`config.mk`:
```
export PLATFORM = sky130hd
export DESIGN_NAME = seq_digit_adder
export DESIGN_NICKNAME = d
export VERILOG_FILES = /design/src/rtl/seq_digit_adder.sv
export SDC_FILE = /design/constraint.sdc
export NUM_CORES = 1
export LEC_CHECK = 0
export ABC_AREA = 1
export BUFFER_PORTS_ARGS = -buffer_cell sky130_fd_sc_hd__buf_4
export CAP_MARGIN = 0
export CORE_ASPECT_RATIO = 0.6
export CORE_MARGIN = 10
export CORE_UTILIZATION = 60
export CTS_BUF_LIST = sky130_fd_sc_hd__clkbuf_4
export CTS_CLUSTER_DIAMETER = 100
export CTS_CLUSTER_SIZE = 20
export DETAILED_ROUTE_END_ITERATION = 10
export PLACE_DENSITY = 0.88
export SYNTH_ARGS = -nofsm -noshare
export SYNTH_HDL_FRONTEND = slang
export SYNTH_SLANG_ARGS = --single-unit
```
`constraint.sdc`:
```
create_clock -name clk -period 5.2 [get_ports clk]
set_input_delay 1.04 -clock clk [delete_from_list [all_inputs] [get_ports clk]]
set_output_delay 1.04 -clock clk [all_outputs]
set_load 0.02 [all_outputs]
```
`src/rtl/seq_digit_adder.sv`:
```
// Multi-cycle adder: sums two WIDTH-bit operands DIGIT bits per clock, carry registered between digits.
// Optional subtract mode is enabled by defining SEQ_DIGIT_ADDER_SUB_EN (adds the Sub port).
module seq_digit_adder #(
   parameter int WIDTH = 16,
   parameter int DIGIT = 4
) (
   input  logic             clk,
   input  logic             reset_n,
   input  logic             in_valid,
   output logic             in_ready,
   input  logic [WIDTH-1:0] A,
   input  logic [WIDTH-1:0] B,
   input  logic             Cin,
`ifdef SEQ_DIGIT_ADDER_SUB_EN
   input  logic             Sub,
`endif
   output logic             out_valid,
   input  logic             out_ready,
   output logic [WIDTH-1:0] S,
   output logic             Cout
);

   localparam int NDIG = WIDTH / DIGIT;
   localparam int KW   = (NDIG > 1) ? $clog2(NDIG) : 1;
   localparam logic [KW-1:0] K_LAST = KW'(NDIG - 1);

   typedef enum logic [1:0] {IDLE, RUN, DONE} state_t;

   state_t           r_state, w_next;
   logic [WIDTH-1:0] r_a, r_b, r_s;
   logic [KW-1:0]    r_k;
   logic             r_carry, r_cout;
   logic [WIDTH-1:0] w_b_in;
   logic             w_c_in;
   logic [DIGIT-1:0] w_a_dig, w_b_dig;
   logic [DIGIT:0]   w_sum;

`ifdef SEQ_DIGIT_ADDER_SUB_EN
   // Subtraction as A + ~B + 1; Cin plays no part then.
   assign w_b_in = Sub ? ~B : B;
   assign w_c_in = Sub ? 1'b1 : Cin;
`else
   assign w_b_in = B;
   assign w_c_in = Cin;
`endif

   // Digit select by constant-index mux keeps every part-select static.
   always_comb begin
      w_a_dig = '0;
      w_b_dig = '0;
      for (int d = 0; d < NDIG; d++) begin
         if (r_k == KW'(d)) begin
            w_a_dig = r_a[d*DIGIT +: DIGIT];
            w_b_dig = r_b[d*DIGIT +: DIGIT];
         end
      end
   end

   assign w_sum = {1'b0, w_a_dig} + {1'b0, w_b_dig} + {{DIGIT{1'b0}}, r_carry};

   always_ff @(posedge clk) begin
      if (!reset_n) r_state <= IDLE;
      else          r_state <= w_next;
   end

   always_comb begin
      w_next    = r_state;
      in_ready  = 1'b0;
      out_valid = 1'b0;
      case (r_state)
         IDLE: begin
            in_ready = 1'b1;
            if (in_valid) w_next = RUN;
         end
         RUN: begin
            if (r_k == K_LAST) w_next = DONE;
         end
         DONE: begin
            out_valid = 1'b1;
            if (out_ready) w_next = IDLE;
         end
         default: w_next = IDLE;
      endcase
   end

   always_ff @(posedge clk) begin
      if (!reset_n) begin
         r_a     <= '0;
         r_b     <= '0;
         r_s     <= '0;
         r_k     <= '0;
         r_carry <= 1'b0;
         r_cout  <= 1'b0;
      end else begin
         case (r_state)
            IDLE: begin
               if (in_valid) begin
                  r_a     <= A;
                  r_b     <= w_b_in;
                  r_carry <= w_c_in;
                  r_k     <= '0;
                  r_s     <= '0;
                  r_cout  <= 1'b0;
               end
            end
            RUN: begin
               for (int d = 0; d < NDIG; d++) begin
                  if (r_k == KW'(d)) r_s[d*DIGIT +: DIGIT] <= w_sum[DIGIT-1:0];
               end
               r_carry <= w_sum[DIGIT];
               r_k     <= r_k + 1'b1;
               if (r_k == K_LAST) r_cout <= w_sum[DIGIT];
            end
            default: ;
         endcase
      end
   end

   assign S    = r_s;
   assign Cout = r_cout;

endmodule

```
==> impl_metrics.toml, run 1 <==
[status]
outcome = "complete, no violations"

[routing]
viasPerCell = 5.38
ant_nets = 0
wirelength_um = 6230
drtPass1Iterations = 4
via_count = 2272
wl_per_cell_um = 14.8
drcViolationCount = 0
drt_iter0_drc = 173

[sta]
period_needed_ns = 3.05
hold_violations = 0
max_freq_mhz = 328
holdWs_ns = 0.475
setup_viol = 0
slew_headroom_pct = 56.1
timing.final.ws_setup_ns = 2.15
rsz0062_at_grt = "false"
skew_ns = 0.0105
finalSetupTns_ns = 0
min_period_over_period_pct = 58.6
tightest_slew_ns = 0.657
finalMaxSlewViolations = 0

[setup_path]
cp_data_arrival_time_ns = 3.34
cp_max_fo = 11
crit_type = "reg2reg"
critPathRequiredTime_ns = 5.50
reg2regPathDepth = 13
crit_start = "r_k[0]"
timing.rr.start = "r_k[0]"
critPathCaptureType = "flop"
critPathLaunchType = "flop"

[global_route]
track_usage_pct = 17.6
antenna_found_initial = 0
grt_max_degree = 42
grt_pass1_wl_um = 10300
grt.overflow.total = 0
grt_pass1_vias = 2134

[synthesis]
yosysUniqueCellTypes = 25
syn_area_um2 = 2440
yosysSeqAreaShare_pct = 44.4
ys_top_cells_by_area = "dfxtp_1 (44%), nor2_1 (12%), o21ai_0 (9.7%), a21oi_1 (6.8%), nand2_1 (5.9%)"
syn_inst = 330
ys_ff_latch = 54
synth_top_area_share_pct = 44.4
syn_avg_cell_area_um2 = 7.39
synth_nets = 376
yosys.area.top_type = "dfxtp_1"
ys_warn_count = 0

[clock_tree]
cts.sinks = 54
clock_latency_ns = 0.35
cts_resized = 0
cts_hold_buf = 0
htreeDepth = 2
cts_setup_buffers = 0
clk_pin_slew_ns = 0.14
clock_path_buffers = 2
cts_made_buffers = 5
cts_tree = "yes"
cts-root-buf = "clkbuf_4"

[worst_hold_path]
holdPathStages = 2
hold_start = "S[8]"
hold_class = "reg2reg"

[floorplan]
fp.dieW_um = 102
pin_count = 56
core-area_um2 = 3790
die_h_um = 69.4
core.rowCount = 17
die-area_um2 = 7100
start_util_pct = 64.4

[finish]
multi_input_comb_area_um2 = 1160
area_delta_synth_final_pct = 17.4
n_antenna_cell = 0
fin_util_pct = 75.6
final-seq-area_um2 = 1080
fin_area_um2 = 2860
fillers = 312
drive_gt1_share_pct = 20.8
nets = 420

[place]
io_buffers = 55
placed_area_um2 = 2810
hpwl_um = 4940
place_ws_ns = 2.22
routabilityCongestion = 0.947

[power_and_ir_drop]
p_leak_nw = 1.30
power_density_nw_per_um2 = 297
vdd_drop_max_mv = 0.217

[run]
drv_cap = 0
==> per-stage QoR <==
step,cells,total power [mW]
after global routing,422,0.900
final,422,0.850
after floorplan,330,0.614
after global placement,414,0.677
after detailed placement,414,0.683
after CTS,422,0.854
==> flip-flops by register name (all words and copies together) (netlist names) <==
name and flops:
r_b 16, Cout 1, S 16, r_state 2
r_carry 1, r_a 16, r_k 2
==> layout make-up <==
type	count	share of cell area [%]
multi-input combinational	235	40.6
sequential	54	37.8
timing repair buffer	56	14.7
inverter	22	2.97
tap	47	2.06
clock buffer	6	1.57
clock inverter	2	0.306
==> layer usage <==
| metal | GRT usage, % | wire [um] | up-vias |
|---|---|---|---|
| li1 | - | - | 1162 |
| met2 | 24.9 | 2550 | 84 |
| met1 | 25.4 | 3000 | 1024 |
| met5 | 0 | 0 | - |
| met4 | 2.78 | 19 | 0 |
| met3 | 5.65 | 660 | 2 |
==> cells in the mapped netlist <==
master	count
nor2_1	75
dfxtp_1	54
o21ai_0	47
nand2_1	38
a21oi_1	33
inv_1	20
nand3_1	13
buf_2	7
ha_1	7
nand2_2	5
a21oi_2	4
clkbuf_1	4
o211ai_1	4
buf_4	3
o21ai_2	3
buf_6	2
clkbuf_2	2
fa_1	2
a31oi_1	1
buf_1	1
inv_2	1
inv_4	1
nor2_2	1
nor3_1	1
o21ai_1	1
==> power breakdown <==
group | internal, mW | total (mW) | switching (mW)
Clock | 0.0564 | 0.174 | 0.118
Sequential | 0.448 | 0.470 | 0.0223
Combinational | 0.0815 | 0.206 | 0.124
==> final timing paths <==
check / end / slack, ns
min: S[8] / 0.48
max reg2reg: S[6] / 2.15
min reg2reg: S[8] / 0.48
max: S[6] / 2.15
==> cell usage in the layout, fill, tap and decap left out, drive strengths merged <==
cell type,n
nor2,76
o21ai,51
dfxtp,54
a21oi,37
clkinv,2
nor3,1
o211ai,4
inv,22
nand2,43
buf,56
nand3,13
clkbuf,6
a31oi,1
fa,2
ha,7
==> kinds of logic after synthesis <==
kind of cell / Yosys count / synth area share, %
simple gates: 133 / 21.8
compound gates: 93 / 20.6
flops: 54 / 44.4
buf+inv: 41 / 7.96
fa+ha+maj: 9 / 5.24
==> critical path: stages (launching register included) <==
cell and delay [ns]:
dfxtp_1 0.43, inv_1 0.08, ha_1 0.30, inv_1 0.28
o21ai_0 0.14, o21ai_0 0.15, o21ai_0 0.14, fa_1 0.46
fa_1 0.42, inv_1 0.09, nor2_1 0.05, nor3_1 0.19
inv_1 0.11, a21oi_1 0.15
No activity file was read; power rests on OpenSTA's default activity.
==> inputs of run 2 (changes only) <==
--- a/config.mk
+++ b/config.mk
@@ -5,17 +5,17 @@
 export SDC_FILE = /design/constraint.sdc
 export NUM_CORES = 1
 export LEC_CHECK = 0
-export ABC_AREA = 1
+export ABC_AREA = 0
 export BUFFER_PORTS_ARGS = -buffer_cell sky130_fd_sc_hd__buf_4
 export CAP_MARGIN = 0
 export CORE_ASPECT_RATIO = 0.6
 export CORE_MARGIN = 10
-export CORE_UTILIZATION = 60
+export CORE_UTILIZATION = 51
 export CTS_BUF_LIST = sky130_fd_sc_hd__clkbuf_4
 export CTS_CLUSTER_DIAMETER = 100
 export CTS_CLUSTER_SIZE = 20
 export DETAILED_ROUTE_END_ITERATION = 10
-export PLACE_DENSITY = 0.88
+export PLACE_DENSITY = 0.78
 export SYNTH_ARGS = -nofsm -noshare
 export SYNTH_HDL_FRONTEND = slang
 export SYNTH_SLANG_ARGS = --single-unit
==> constraint.sdc (replaced) <==
create_clock -name clk -period 2.7 [get_ports clk]
set_input_delay 0.54 -clock clk [delete_from_list [all_inputs] [get_ports clk]]
set_output_delay 0.54 -clock clk [all_outputs]
set_load 0.02 [all_outputs]
==> impl_metrics.toml, run 2 <==
[setup_path]
timing.rr.start = "r_k[1]"
crit_start = "r_k[1]"
cp_max_fo = 6
critPathLaunchType = "flop"
cp_data_arrival_time_ns = 2.90
critPathRequiredTime_ns = 3.02
critPathCaptureType = "flop"
crit_type = "reg2reg"

[synthesis]
synth_edf_count = 0
synth_top_family_by_area = "simple AND/OR/NAND/NOR gates"
syn_inst = 307
yosys.area_share.simple_pct = 23.9
synthAdderAreaFrac_pct = 4.91
synth_common_cells = "nand2_1 (80), dfxtp_1 (54), a21boi_1 (31), a21oi_1 (16), nor2b_1 (15)"
synthFlopType = "dfxtp_1"
synthMuxAreaShare_pct = 1.93
ys_warn_count = 0
synth_compound_area_share_pct = 21.8
synth_xor_area_share_pct = 0.337
ys_top_cells_by_area = "dfxtp_1 (42%), nand2_1 (12%), a21boi_1 (9.0%), nor2b_1 (3.6%), ha_1 (3.4%)"
ys_ff_latch = 54
yosysSeqAreaShare_pct = 41.6
synth_nets = 353
synth_top_area_share_pct = 41.6
syn_avg_cell_area_um2 = 8.46
syn_area_um2 = 2600
synth_most_common_cell = "nand2_1"
yosysUniqueCellTypes = 36
async_flop_share_pct = 0
yosys.area.top_type = "dfxtp_1"

[global_route]
grt_max_degree = 57
grt_pass1_wl_um = 10200
grt_pass1_vias = 2149
antenna_found_initial = 0
grt.overflow.total = 0
track_usage_pct = 14.6

[routing]
drt_iter0_drc = 135
wirelength_um = 6470
wl_per_cell_um = 15.1
drcViolationCount = 0
viasPerCell = 5.31
drtPass1Iterations = 5
ant_nets = 0
via_count = 2266

[run]
drv_cap = 0

[floorplan]
core-area_um2 = 5000
fp.dieW_um = 112
start_util_pct = 51.9
pin_count = 56
die-area_um2 = 8440
core.rowCount = 20
die_h_um = 75.3

[clock_tree]
cts_made_buffers = 5
cts-root-buf = "clkbuf_4"
clk_pin_slew_ns = 0.15
cts_hold_buf = 0
cts_tree = "yes"
htreeDepth = 2
cts.sinks = 54
clock_latency_ns = 0.38
clock_path_buffers = 2

[place]
io_buffers = 55
dpl.cell_count = 417
place_ws_ns = 0.00127
hpwl_um = 4780
placed_area_um2 = 3050
routabilityCongestion = 0.904

[sta]
finalSetupTns_ns = 0
tightest_slew_ns = 0.546
hold_violations = 0
max_freq_mhz = 388
min_period_over_period_pct = 95.5
finalMaxSlewViolations = 0
slew_headroom_pct = 63.4
timing.final.ws_setup_ns = 0.121
skew_ns = 0.0133
setup_viol = 0
period_needed_ns = 2.58

[finish]
drive_gt1_share_pct = 27.4
layout_commonest_cell = "nand2_1"
n_antenna_cell = 0
area_delta_synth_final_pct = 24.2
nets = 406
stdcell_count = 427
fin_area_um2 = 3230
final_cell_mix = "nand2_1 (80), buf_4 (67), dfxtp_1 (52)"

[power_and_ir_drop]
vdd_drop_max_mv = 0.197
p_leak_nw = 1.35
power.total_mw = 1.54
power_density_nw_per_um2 = 478

[worst_hold_path]
hold_start = "A[10]"
hold_class = "in2reg"

[status]
outcome = "complete, no violations"
run 2: changes by cell type after synthesis, moves of 7 or more:
cell       previous run  this run
a21oi_1              33        16
a21boi_1              0        31
nand2_1              38        80
nor2b_1               0        15
nand3_1              13         6
nor2_1               75         7
and2_1                0         8
o21ai_0              47         7
clkbuf_1              4        11
inv_1                20         3
o2bb2ai_1             0         8
run 2: logic make-up (layout without fill, tap and decap cells):
kind of cell | Yosys count | after routing
fa+ha+maj | 9 | 9
simple gates | 132 | 132
flops | 54 | 54
buf+inv | 25 | 79
compound gates | 81 | 81
xor+xnor | 1 | 1
mux | 5 | 5
run 2: per-stage QoR:
| step | hold WS, ns | util [%] |
|---|---|---|
| after detailed placement | 0.445 | 60.9 |
| final | 0.381 | 64.5 |
| after global routing | 0.386 | 64.5 |
| after CTS | 0.393 | 62.7 |
| after global placement | 0.446 | 60.9 |
| after floorplan | 0.430 | - |
run 2: layout make-up:
type                    count  area [um2]
repair buffers             68         514
flip-flops and latches     54        1090
inverters                   3        13.8
clock buffers               6        45.0
fillers                   457        1780
well taps                  66        82.6
multi-input cells         228        1470
clock inverters             2        8.76
run 2: worst max-delay path: stages, from the launching register on:
cell and delay [ns]:
dfxtp_4 0.38, buf_4 0.14, ha_4 0.17, nor2b_1 0.13, nor3_1 0.22, a21oi_1 0.11
fa_2 0.41, fa_2 0.41, nor2b_4 0.15, nor3_4 0.19, mux2i_1 0.10, nor2b_1 0.11
run 2: path summary, 6_finish.rpt:
path | endpoint | slack (ns) | cells past startpoint
min | r_a[10] | 0.38 | 3
max reg2reg | S[14] | 0.12 | 11
max | S[14] | 0.12 | 11
min reg2reg | r_b[0] | 0.46 | 2
run 2: report_power, final:
part	internal [mW]	switching, mW
sequential	0.836	0.0287
combinational	0.154	0.175
clock	0.108	0.240
run 2: layer usage:
layer	track usage [%]	share of wire, %	up-vias
li1	-	-	1142
met1	20.0	49	1033
met2	21.2	43	80
met3	4.61	7.5	11
met4	4.48	1.3	0
met5	0	0	-
run 2: repair_timing:
item                                    in CTS  in global routing
hold endpoints to repair                     0                  0
setup buffers                                0                  2
gates cloned                                 0                  0
endpoints found under the setup margin       5                 11
resized for setup                           10                 21
pin swaps                                    1                  6
==> inputs of run 3 (changes only) <==
--- a/config.mk
+++ b/config.mk
@@ -16,6 +16,7 @@
 export CTS_CLUSTER_SIZE = 20
 export DETAILED_ROUTE_END_ITERATION = 10
 export PLACE_DENSITY = 0.78
+export REMOVE_ABC_BUFFERS = 1
 export SYNTH_ARGS = -nofsm -noshare
 export SYNTH_HDL_FRONTEND = slang
 export SYNTH_SLANG_ARGS = --single-unit
==> impl_metrics.toml, run 3 (same netlist as run 2, synthesis figures left out) <==
[finish]
n_antenna_cell = 0
area_delta_synth_final_pct = 22.7
nets = 405
drive_gt1_share_pct = 26.4
layout_commonest_cell = "nand2_1"
final_cell_mix = "nand2_1 (80), buf_4 (67), dfxtp_1 (52)"

[clock_tree]
clock_latency_ns = 0.38
cts-root-buf = "clkbuf_4"
clk_pin_slew_ns = 0.15
clock_path_buffers = 2
cts.sinks = 54
htreeDepth = 2
cts_made_buffers = 5
cts_tree = "yes"

[run]
drv_cap = 0

[global_route]
grt_pass1_wl_um = 9980
track_usage_pct = 14.1
grt_max_degree = 57
antenna_found_initial = 0
grt.overflow.total = 0
grt_pass1_vias = 2169

[sta]
slew_headroom_pct = 45.6
setup_viol = 0
period_needed_ns = 2.58
holdWs_ns = 0.382
hold_violations = 0
tightest_slew_ns = 0.815
skew_ns = 0.00823
max_freq_mhz = 387
finalMaxSlewViolations = 0
min_period_over_period_pct = 95.7

[setup_path]
cp_data_arrival_time_ns = 2.90
cp_max_fo = 6
critPathRequiredTime_ns = 3.02
crit_type = "reg2reg"
path_cells = "clkinvlp_4 -> ha_4 -> nor2b_1 -> nor3_2 -> a21oi_2 -> fa_2 -> fa_2 -> nor2b_2 -> nor3_4 -> mux2i_1 -> nor2b_1"
critPathSlowestCell = "dfxtp_4"
critPathLaunchType = "flop"
crit_path_max_incr_delay_ns = 0.42
critical_path_buf_inv_count = 1
critPathCaptureType = "flop"
critical-path-top-delay-family = "adder cells"

[floorplan]
core.rowCount = 20
pin_count = 56
start_util_pct = 51.9
die-area_um2 = 8440
fp.dieW_um = 112
core-area_um2 = 5000
die_h_um = 75.3

[status]
outcome = "complete, no violations"

[power_and_ir_drop]
vdd_drop_max_mv = 0.229
p_leak_nw = 1.32
power.total_mw = 1.54
power_density_nw_per_um2 = 484

[routing]
drtPass1Iterations = 4
wirelength_um = 6180
drcViolationCount = 0
via_count = 2197
drt_iter0_drc = 113
wl_per_cell_um = 14.5
viasPerCell = 5.16
ant_nets = 0

[place]
routabilityCongestion = 0.852
io_buffers = 55
hpwl_um = 4520

[worst_hold_path]
hold_class = "in2reg"
-- run 3: routing by layer --
metal  GRT usage (%)  routed length [um]  vias to the layer above
met5               0                   0                        -
met2            23.0                2700                       45
met3            4.69                 374                        4
met1            17.6                3090                     1011
li1                -                   -                     1137
met4            3.78                  17                        0
-- run 3: tightest hold or removal path, delay by kind of cell --
kind	cells	cell delay, ns
AO/OA/AOI/OAI	1	0.05
buffers and inverters	1	0.11
AND/OR/NAND/NOR	1	0.04
-- run 3: final cells by class --
type / count / area, um2
timing repair buffer: 67 / 503
inverter: 3 / 15.0
clock buffer: 6 / 45.0
clock inverter: 2 / 8.76
fill: 439 / 1820
multi-input combinational: 228 / 1450
sequential: 54 / 1090
tap: 66 / 82.6
-- run 3: repair_timing --
action                                  CTS  global route
resized for setup                         7            16
buffers inserted                          0             2
hold endpoints to repair                  0             0
hold buffers                              0             0
endpoints found under the setup margin    5            10
pin swaps                                 1             6
-- run 3: final timing paths --
check | start | end | slack, ns | depth (start not counted)
max | r_k[0] | S[14] | 0.12 | 11
min | A[0] | r_a[0] | 0.38 | 3
max reg2reg | r_k[0] | S[14] | 0.12 | 11
min reg2reg | r_a[8] | r_a[8] | 0.47 | 2
-- run 3: metrics by stage --
stage	util, %	instances	setup slack [ns]	instance area (um2)	setup TNS, ns
floorplan	-	285	0.111	2470	0
global placement	60.7	416	0.107	3040	0
detailed placement	60.7	416	-0.0387	3040	-0.151
CTS	62.2	424	0.0111	3110	0
global route	63.7	426	-0.0236	3190	-0.0640
finish	63.7	426	0.117	3190	0
-- run 3: report_power, final --
group	switching [mW]	leakage [nW]	internal, mW
Clock	0.250	0.0331	0.109
Combinational	0.169	0.843	0.151
Sequential	0.0272	0.442	0.837
